File: src/rtl/turnstile_lane_arbiter.sv
// Round-robin arbiter sharing one access-code checker and door timer across turnstile lanes.
// Optional pass counter output is enabled by defining TURNSTILE_PASS_COUNT_EN.
module turnstile_lane_arbiter #(
  parameter int NUM_LANES   = 4,
  parameter int CODE_W      = 4,
  parameter int CODE_MIN    = 4,
  parameter int CODE_MAX    = 11,
  parameter int OPEN_CYCLES = 16
) (
  input  logic                        clk,
  input  logic                        rst_n,
  input  logic [NUM_LANES-1:0]        lane_req,
  input  logic [NUM_LANES*CODE_W-1:0] lane_code,
  output logic [NUM_LANES-1:0]        lane_ack,
  output logic [NUM_LANES-1:0]        lane_open,
  output logic [NUM_LANES-1:0]        lane_deny,
  output logic                        busy,
`ifdef TURNSTILE_PASS_COUNT_EN
  output logic [15:0]                 pass_count,
`endif
  output logic [1:0]                  state_out
);

  // Handshake: a lane holds lane_req until lane_ack pulses; after that it must
  // drop lane_req, otherwise it is arbitrated again as a fresh request.
  localparam int PTR_W = (NUM_LANES > 1) ? $clog2(NUM_LANES) : 1;
  localparam int CW    = PTR_W + 1;
  localparam int TMR_W = $clog2(OPEN_CYCLES + 1);

  localparam logic [CW-1:0]     LANES_X  = CW'(NUM_LANES);
  localparam logic [PTR_W-1:0]  LAST_IDX = PTR_W'(NUM_LANES - 1);
  localparam logic [CODE_W-1:0] MIN_C    = CODE_W'(CODE_MIN);
  localparam logic [CODE_W-1:0] MAX_C    = CODE_W'(CODE_MAX);
  localparam logic [TMR_W-1:0]  TERM     = TMR_W'(OPEN_CYCLES - 1);

  typedef enum logic [1:0] {
    IDLE  = 2'b00,
    CHECK = 2'b01,
    GRANT = 2'b10,
    DENY  = 2'b11
  } state_t;

  state_t              state, state_n;
  logic [PTR_W-1:0]    sel, sel_n;
  logic [PTR_W-1:0]    rr_ptr, rr_ptr_n;
  logic [CODE_W-1:0]   code, code_n;
  logic [TMR_W-1:0]    timer, timer_n;
  logic [NUM_LANES-1:0] ack_n, open_n, deny_n;

  logic [PTR_W-1:0]    pick;
  logic                found;
  logic [CW-1:0]       cand;
  logic                code_ok;

  function automatic logic [NUM_LANES-1:0] lane_bit(input logic [PTR_W-1:0] idx);
    lane_bit      = '0;
    lane_bit[idx] = 1'b1;
  endfunction

  // First requesting lane at or after rr_ptr, wrapping past the last lane.
  always_comb begin
    found = 1'b0;
    pick  = '0;
    cand  = '0;
    for (int i = 0; i < NUM_LANES; i++) begin
      cand = {1'b0, rr_ptr} + CW'(i);
      if (cand >= LANES_X) cand = cand - LANES_X;
      if (!found && lane_req[cand[PTR_W-1:0]]) begin
        found = 1'b1;
        pick  = cand[PTR_W-1:0];
      end
    end
  end

  assign code_ok = (code >= MIN_C) && (code <= MAX_C);

  always_comb begin
    state_n  = state;
    sel_n    = sel;
    rr_ptr_n = rr_ptr;
    code_n   = code;
    timer_n  = '0;
    ack_n    = '0;
    open_n   = '0;
    deny_n   = '0;
    case (state)
      IDLE: begin
        if (found) begin
          state_n  = CHECK;
          sel_n    = pick;
          code_n   = lane_code[int'(pick)*CODE_W +: CODE_W];
          ack_n    = lane_bit(pick);
          rr_ptr_n = (pick == LAST_IDX) ? '0 : pick + PTR_W'(1);
        end
      end
      CHECK: begin
        if (code_ok) begin
          state_n = GRANT;
          open_n  = lane_bit(sel);
        end else begin
          state_n = DENY;
          deny_n  = lane_bit(sel);
        end
      end
      GRANT: begin
        if (timer == TERM) begin
          state_n = IDLE;
        end else begin
          timer_n = timer + TMR_W'(1);
          open_n  = lane_bit(sel);
        end
      end
      DENY: state_n = IDLE;
      default: state_n = IDLE;
    endcase
  end

  // Every output is a flop so doors close at once on asynchronous reset.
  always_ff @(posedge clk or negedge rst_n) begin
    if (!rst_n) begin
      state     <= IDLE;
      sel       <= '0;
      rr_ptr    <= '0;
      code      <= '0;
      timer     <= '0;
      lane_ack  <= '0;
      lane_open <= '0;
      lane_deny <= '0;
      busy      <= 1'b0;
    end else begin
      state     <= state_n;
      sel       <= sel_n;
      rr_ptr    <= rr_ptr_n;
      code      <= code_n;
      timer     <= timer_n;
      lane_ack  <= ack_n;
      lane_open <= open_n;
      lane_deny <= deny_n;
      busy      <= (state_n != IDLE);
    end
  end

  assign state_out = state;

`ifdef TURNSTILE_PASS_COUNT_EN
  logic [15:0] pass_q;

  always_ff @(posedge clk or negedge rst_n) begin
    if (!rst_n) begin
      pass_q <= '0;
    end else if (state == CHECK && state_n == GRANT && pass_q != 16'hFFFF) begin
      pass_q <= pass_q + 16'd1;
    end
  end

  assign pass_count = pass_q;
`endif

endmodule

File: config.mk
export PLATFORM = sky130hd
export DESIGN_NAME = turnstile_lane_arbiter
export DESIGN_NICKNAME = d
export VERILOG_FILES = /design/src/rtl/turnstile_lane_arbiter.sv
export SDC_FILE = /design/constraint.sdc
export NUM_CORES = 1
export LEC_CHECK = 0
export CAP_MARGIN = 20
export CORE_MARGIN = 5
export CORE_UTILIZATION = 50
export DETAILED_ROUTE_END_ITERATION = 8
export PLACE_DENSITY = 0.83
export SLEW_MARGIN = 20
export SYNTH_ARGS = -nofsm -noshare
export SYNTH_HDL_FRONTEND = slang
export SYNTH_SLANG_ARGS = --single-unit
export TNS_END_PERCENT = 5
File: constraint.sdc
create_clock -name clk -period 3.9 [get_ports clk]
set_input_delay 0.78 -clock clk [delete_from_list [all_inputs] [get_ports clk]]
set_output_delay 0.78 -clock clk [all_outputs]
set_load 0.01 [all_outputs]
==> results_dict.tcl, run 1 <==
set metrics [dict create \
    slew_violations 0 \
    critPathLaunchType "input pin" \
    gp_congestion 0.842 \
    rsz0062_at_grt "no" \
    syn_inst 118 \
    crit_type "input pin to flip-flop" \
    cts_max_level 1 \
    finalClockSkew_ns 0.00612 \
    drive_above_1_share 0.0612 \
    die_x_um 60.3 \
    dieArea_um2 3640 \
    cts_tree "yes" \
    hold_viol_final 0 \
    drtAntennaViolNets 0 \
    cts_setup_buffers 0 \
    use_met2 0.275 \
    first_iter_violations 16 \
    hpwl_um 1860 \
    grt_pass1_vias 930 \
    drc 0 \
    final.setup.worst_slack_ns 1.64 \
    cts-root-buf "clkbuf_4" \
    grt_max_degree 27 \
    syn2layout_area_growth_pct 25.2 \
    crit_slowest_cell "o41a_1" \
    worstPathArrival_ns 2.46 \
    cts.path.max_buffers 2 \
    core_area_um2 2450 \
    syn_nets 148 \
    nNetsFinal 179 \
    port_buffers 28 \
    numClockSinks 26 \
    grt_overflow_total 0 \
    final_area_um2 1590 \
    drt_wl_total_um 2340 \
    yosys_warnings 0 \
    grt_pass1_wl_um 4040 \
    routed_via_density 5.29 \
    status "finished, final reports clean" \
    r2r_slack_ns 2.19 \
    fin_crit_sh 0.581 \
    row_count 18 \
    start_util 0.516 \
    worst_slew_pin_slew_ns 0.690 \
    critical_path_required_ns 4.10 \
    pin_count 37 \
    hold_path_class "input pin to async pin" \
    ys_ff_latch 26 \
    pre_cts_slack_ns 1.33 \
    syn_avg_cell_area_um2 10.7 \
    grt_use_met1 0.177 \
    hold_buffers 0 \
    met3_usage 0.0216 \
    slowest_delay_ns 0.62 \
    final.setup.tns_ns 0 \
    drv_cap 0 \
    via_count 937 \
    antenna_found_initial 0 \
    end_kind "flip-flop" \
    clkLatencyLatePin_ns 0.31 \
    postPlaceCellArea_um2 1570 \
    first_pass_iters 4 \
    setup_viol 0 \
    netlist_area_um2 1270 \
    max-slew-margin-rel 0.535 \
    p_leak_nw 0.729 \
    seq_area_frac_synth 0.514 \
    ir_worst_vdd_v 0.000348 \
    synth.distinct_cells 33 \
    critPathMaxFanout 9 \
    crit_buf_inv 1 \
    crit_chain "clkdlybuf4s50_1, o41a_1, o22ai_1, o21ai_1, nand3b_1" \
    antenna-diode-count 0 \
    fmax_mhz 442 \
    crit_family "compound AO/OA/AOI/OAI gates" \
    r2r_start "state_out[0]$_DFF_PN0_" \
    grt_busiest_layer "met2" \
    routed_wire_length_per_instance_um 13.2 \
    period_needed_ns 2.26 \
    numCtsBuffers 3 \
    p_per_area_nw_per_um2 630 \
    fp.dieH_um 60.3 \
    grtUsageTotal 0.147 \
    clk_pin_slew_worst_paths_ns 0.13 \
    cts_resized 0 \
    p_total_w 0.000999 \
    crit_start "lane_req[1]" \
]
==> layer usage <==
layer / routed length, um / vias to the layer above
li1: - / 465
met1: 979 / 441
met2: 1210 / 29
met3: 138 / 2
met4: 12 / 0
met5: 0 / -
==> logic make-up (layout without fill, tap and decap cells) <==
logic type | Yosys count | in the layout | share of synthesized area
AO/OA/AOI/OAI | 27 | 27 | 0.164
XOR/XNOR | 3 | 3 | 0.0208
adder cells (fa/ha/maj) | 8 | 8 | 0.0791
buffers and inverters | 7 | 36 | 0.0277
flip-flops | 26 | 26 | 0.514
multiplexers | 3 | 3 | 0.0237
AND/OR/NAND/NOR | 44 | 44 | 0.171
==> worst reg2reg max path, cell delays in order (launching register included) <==
cell and delay (ns):
dfrtp_1 0.45, inv_1 0.10, ha_1 0.29, o41a_1 0.39, o22ai_1 0.17, o21ai_1 0.12, nand3b_1 0.12
==> report_power, final <==
part / internal (W) / switching, W / total, W
sequential: 0.000352 / 0.0000650 / 0.000417
combinational: 0.000231 / 0.000244 / 0.000475
clock: 0.0000360 / 0.0000719 / 0.000108
==> flip-flops by register name (all words and copies together) (netlist names) <==
register / count
state_out: 2
rr_ptr: 2
timer: 5
busy: 1
lane_ack: 4
lane_open: 4
code: 2
lane_deny: 4
sel: 2
==> cell usage after synthesis <==
| cell | instances | area, um2 |
|---|---|---|
| buf_6 | 1 | 11.3 |
| xor2_1 | 2 | 17.5 |
| mux2i_1 | 3 | 30.0 |
| o22ai_1 | 1 | 6.26 |
| nor2_1 | 9 | 33.8 |
| inv_1 | 5 | 18.8 |
| o21a_1 | 2 | 15.0 |
| nor3_1 | 2 | 10.0 |
| and2_1 | 6 | 37.5 |
| xnor2_1 | 1 | 8.76 |
| o22a_1 | 2 | 17.5 |
| ha_1 | 8 | 100 |
| nand2_1 | 14 | 52.6 |
| o31ai_1 | 1 | 7.51 |
| nor2b_1 | 1 | 6.26 |
| o22ai_4 | 1 | 20.0 |
| a21o_1 | 1 | 7.51 |
| nand2b_1 | 5 | 31.3 |
| a211o_1 | 2 | 17.5 |
| dfrtp_1 | 26 | 651 |
| and3_1 | 1 | 6.26 |
| o211ai_2 | 1 | 12.5 |
| nor2_4 | 1 | 11.3 |
| o21ai_1 | 2 | 10.0 |
| o41ai_2 | 1 | 16.3 |
| nand3b_1 | 1 | 7.51 |
| o211ai_1 | 1 | 7.51 |
| o21ai_0 | 6 | 30.0 |
| nand3_1 | 4 | 20.0 |
| a21oi_1 | 4 | 20.0 |
| a21oi_2 | 1 | 8.76 |
| buf_2 | 1 | 5.00 |
| o41a_1 | 1 | 11.3 |
==> area by class of cell <==
cell class	instances	area (um2)
inverter	5	18.8
tap	30	37.5
sequential	26	651
timing repair buffer	28	275
multi-input combinational	85	581
clock buffer	3	22.5
fill	193	870
==> per-stage QoR <==
step	hold slack [ns]	instances	util
after floorplan	0.433	118	-
after global placement	0.449	174	0.639
after detailed placement	0.460	174	0.639
after CTS	0.478	177	0.648
after global routing	0.470	177	0.646
final	0.434	177	0.646
==> placed cells by master, fill, tap and decap left out, drive strengths merged, types with 5 or more instances in the layout <==
| cell | n |
|---|---|
| o21ai | 8 |
| dfrtp | 26 |
| nand2 | 14 |
| ha | 8 |
| inv | 5 |
| a21oi | 5 |
| nand2b | 5 |
| clkdlybuf4s50 | 27 |
| and2 | 6 |
| nor2 | 10 |
==> path summary, 6_finish.rpt <==
check,endpoint,cells after the start
hold reg to reg,timer[0]$_DFF_PN0_,1
setup reg to reg,busy$_DFF_PN0_,6
min in group clk,timer[0]$_DFF_PN0_,1
max in group asynchronous,lane_open[2]$_DFF_PN0_,1
hold / removal,timer[2]$_DFF_PN0_,1
setup / recovery,busy$_DFF_PN0_,5
Note: power is estimated with default switching activity, not from simulation.
==> run 2, diff against run 1 <==
- CORE_UTILIZATION: 50 -> 42
- PLACE_DENSITY: 0.83 -> 0.74
- clock period: 3.9 -> 1.95 ns (I/O delays scaled with it)
==> results_dict.tcl, run 2 (synthesis gave the netlist of run 1 again) <==
set metrics [dict create \
    status "finished, final reports clean" \
    ir_worst_vdd_v 0.000469 \
    worst_slew_pin_slew_ns 0.412 \
    path_common_cell "buf_4" \
    grt_pass1_wl_um 4340 \
    setup_viol 0 \
    fmax_mhz 575 \
    fp.dieH_um 64.9 \
    routed_via_density 5.20 \
    cts_tree "yes" \
    hold_buffers 0 \
    max-slew-margin-rel 0.722 \
    final_cell_mix "clkdlybuf4s50_1, dfrtp_1, nand2_1, buf_4, nor2_1" \
    p_switching_w 0.000783 \
    grt_max_degree 27 \
    cts-root-buf "clkbuf_4" \
    largest_reg_flops 5 \
    numClockSinks 26 \
    port_buffers 28 \
    crit_chain "clkdlybuf4s50_1, mux2i_1, buf_4, o22ai_4, buf_4, o21ai_1, a211o_1, o211ai_1" \
    dp_cells 191 \
    worstPathArrival_ns 1.98 \
    slew_violations 0 \
    grt_pass1_vias 1069 \
    power_frac_clock 0.121 \
    period_needed_ns 1.74 \
    crit_slowest_cell "clkdlybuf4s50_1" \
    hpwl_um 2010 \
    via_count 1014 \
    fin_crit_sh 0.892 \
    core_area_um2 2980 \
    mostFrequentLayoutCell "clkdlybuf4s50_1" \
    numCtsBuffers 3 \
    routed_wire_length_per_instance_um 12.6 \
    final.setup.tns_ns 0 \
    first_iter_violations 21 \
    p_per_area_nw_per_um2 1260 \
    finalClockSkew_ns 0.00110 \
    critical_path_required_ns 2.19 \
    crit_type "input pin to flip-flop" \
    combPwrFrac 0.493 \
    cts_setup_buffers 0 \
    gp_congestion 0.837 \
    first_pass_iters 4 \
    worst-r2r-cell-count 7 \
    clkLatencyLatePin_ns 0.31 \
    syn2layout_area_growth_pct 35.3 \
    hold_path_class "input pin to async pin" \
    drc 0 \
    timing.rr.end "code[3]$_DFFE_PN0P_" \
    grt_overflow_total 0 \
    pin_count 37 \
    fin_cells 195 \
    start_util 0.425 \
    row_count 20 \
    hold_ws_ns 0.426 \
    drt_wl_total_um 2460 \
    antenna_found_initial 0 \
    r2r_start "rr_ptr[1]$_DFFE_PN0P_" \
    cts.path.max_buffers 2 \
    cts_max_level 1 \
    grtUsageTotal 0.128 \
    slowest_delay_ns 0.55 \
    clk_pin_slew_worst_paths_ns 0.13 \
    drv_cap 0 \
    cts_resized 0 \
    critPathMaxFanout 5 \
    hold_viol_final 0 \
    nNetsFinal 193 \
    r2r_slack_ns 0.33 \
    antenna-diode-count 0 \
    critPathLaunchType "input pin" \
    swShare 0.364 \
    p_leak_nw 0.803 \
    max_flop_register "timer" \
    drive_above_1_share 0.142 \
    end_kind "flip-flop" \
    nFillCells 273 \
    drtAntennaViolNets 0 \
    seqPwrFrac 0.385 \
    die_x_um 64.9 \
    dieArea_um2 4210 \
    p_int_w 0.00137 \
    rsz0062_at_grt "no" \
]
[run 2: routing by layer]
layer  share of wire  GRT usage  up-vias
li1                -          -      494
met1            0.41      0.143      468
met2            0.49      0.236       41
met3           0.062     0.0191       11
met4           0.029     0.0607        0
met5               0          0        -
[run 2: how the worst max path moves through the flow]
stage	start	to	slack, ns	depth (start not counted)
floorplan	rr_ptr[1]$_DFFE_PN0P_	lane_ack[0]$_DFF_PN0_	0.42	6
global placement	lane_req[0]	code[2]$_DFFE_PN0P_	-0.05	8
detailed placement	lane_req[0]	code[3]$_DFFE_PN0P_	-0.12	8
CTS	lane_req[0]	code[3]$_DFFE_PN0P_	0.21	8
global route	lane_req[0]	code[3]$_DFFE_PN0P_	0.14	8
finish	lane_req[0]	code[3]$_DFFE_PN0P_	0.21	8
[run 2: power groups by stage]
stage	sequential [W]	clock, W	combinational [W]
finish	0.000829	0.000261	0.00106
global route	0.000855	0.000289	0.00118
CTS	0.000829	0.000268	0.00107
detailed placement	0.000840	0	0.00107
global placement	0.000829	0	0.00104
floorplan	0.000866	0	0.000556
[run 2: worst max-delay path: cells and delay by family]
family                 cells  cell delay, ns
AOI/OAI and AO/OA          4            0.62
muxes                      1            0.09
buffers and inverters      3            0.86
[run 2: layout make-up]
class                      count  area (um2)  area share
tap                           33        41.3      0.0241
inverter                       5        18.8      0.0110
clock buffer                   4        36.3      0.0212
timing repair buffer          42         385       0.225
sequential                    26         651       0.380
multi-input combinational     85         581       0.339
[run 2: stage by stage]
step / instance area (um2) / util / total power (W) / worst slack (ns)
floorplan: 1270 / - / 0.00142 / 0.424
global placement: 1680 / 0.563 / 0.00186 / -0.0480
detailed placement: 1680 / 0.563 / 0.00191 / -0.122
CTS: 1710 / 0.575 / 0.00217 / 0.209
global route: 1710 / 0.575 / 0.00232 / 0.142
finish: 1710 / 0.575 / 0.00215 / 0.210
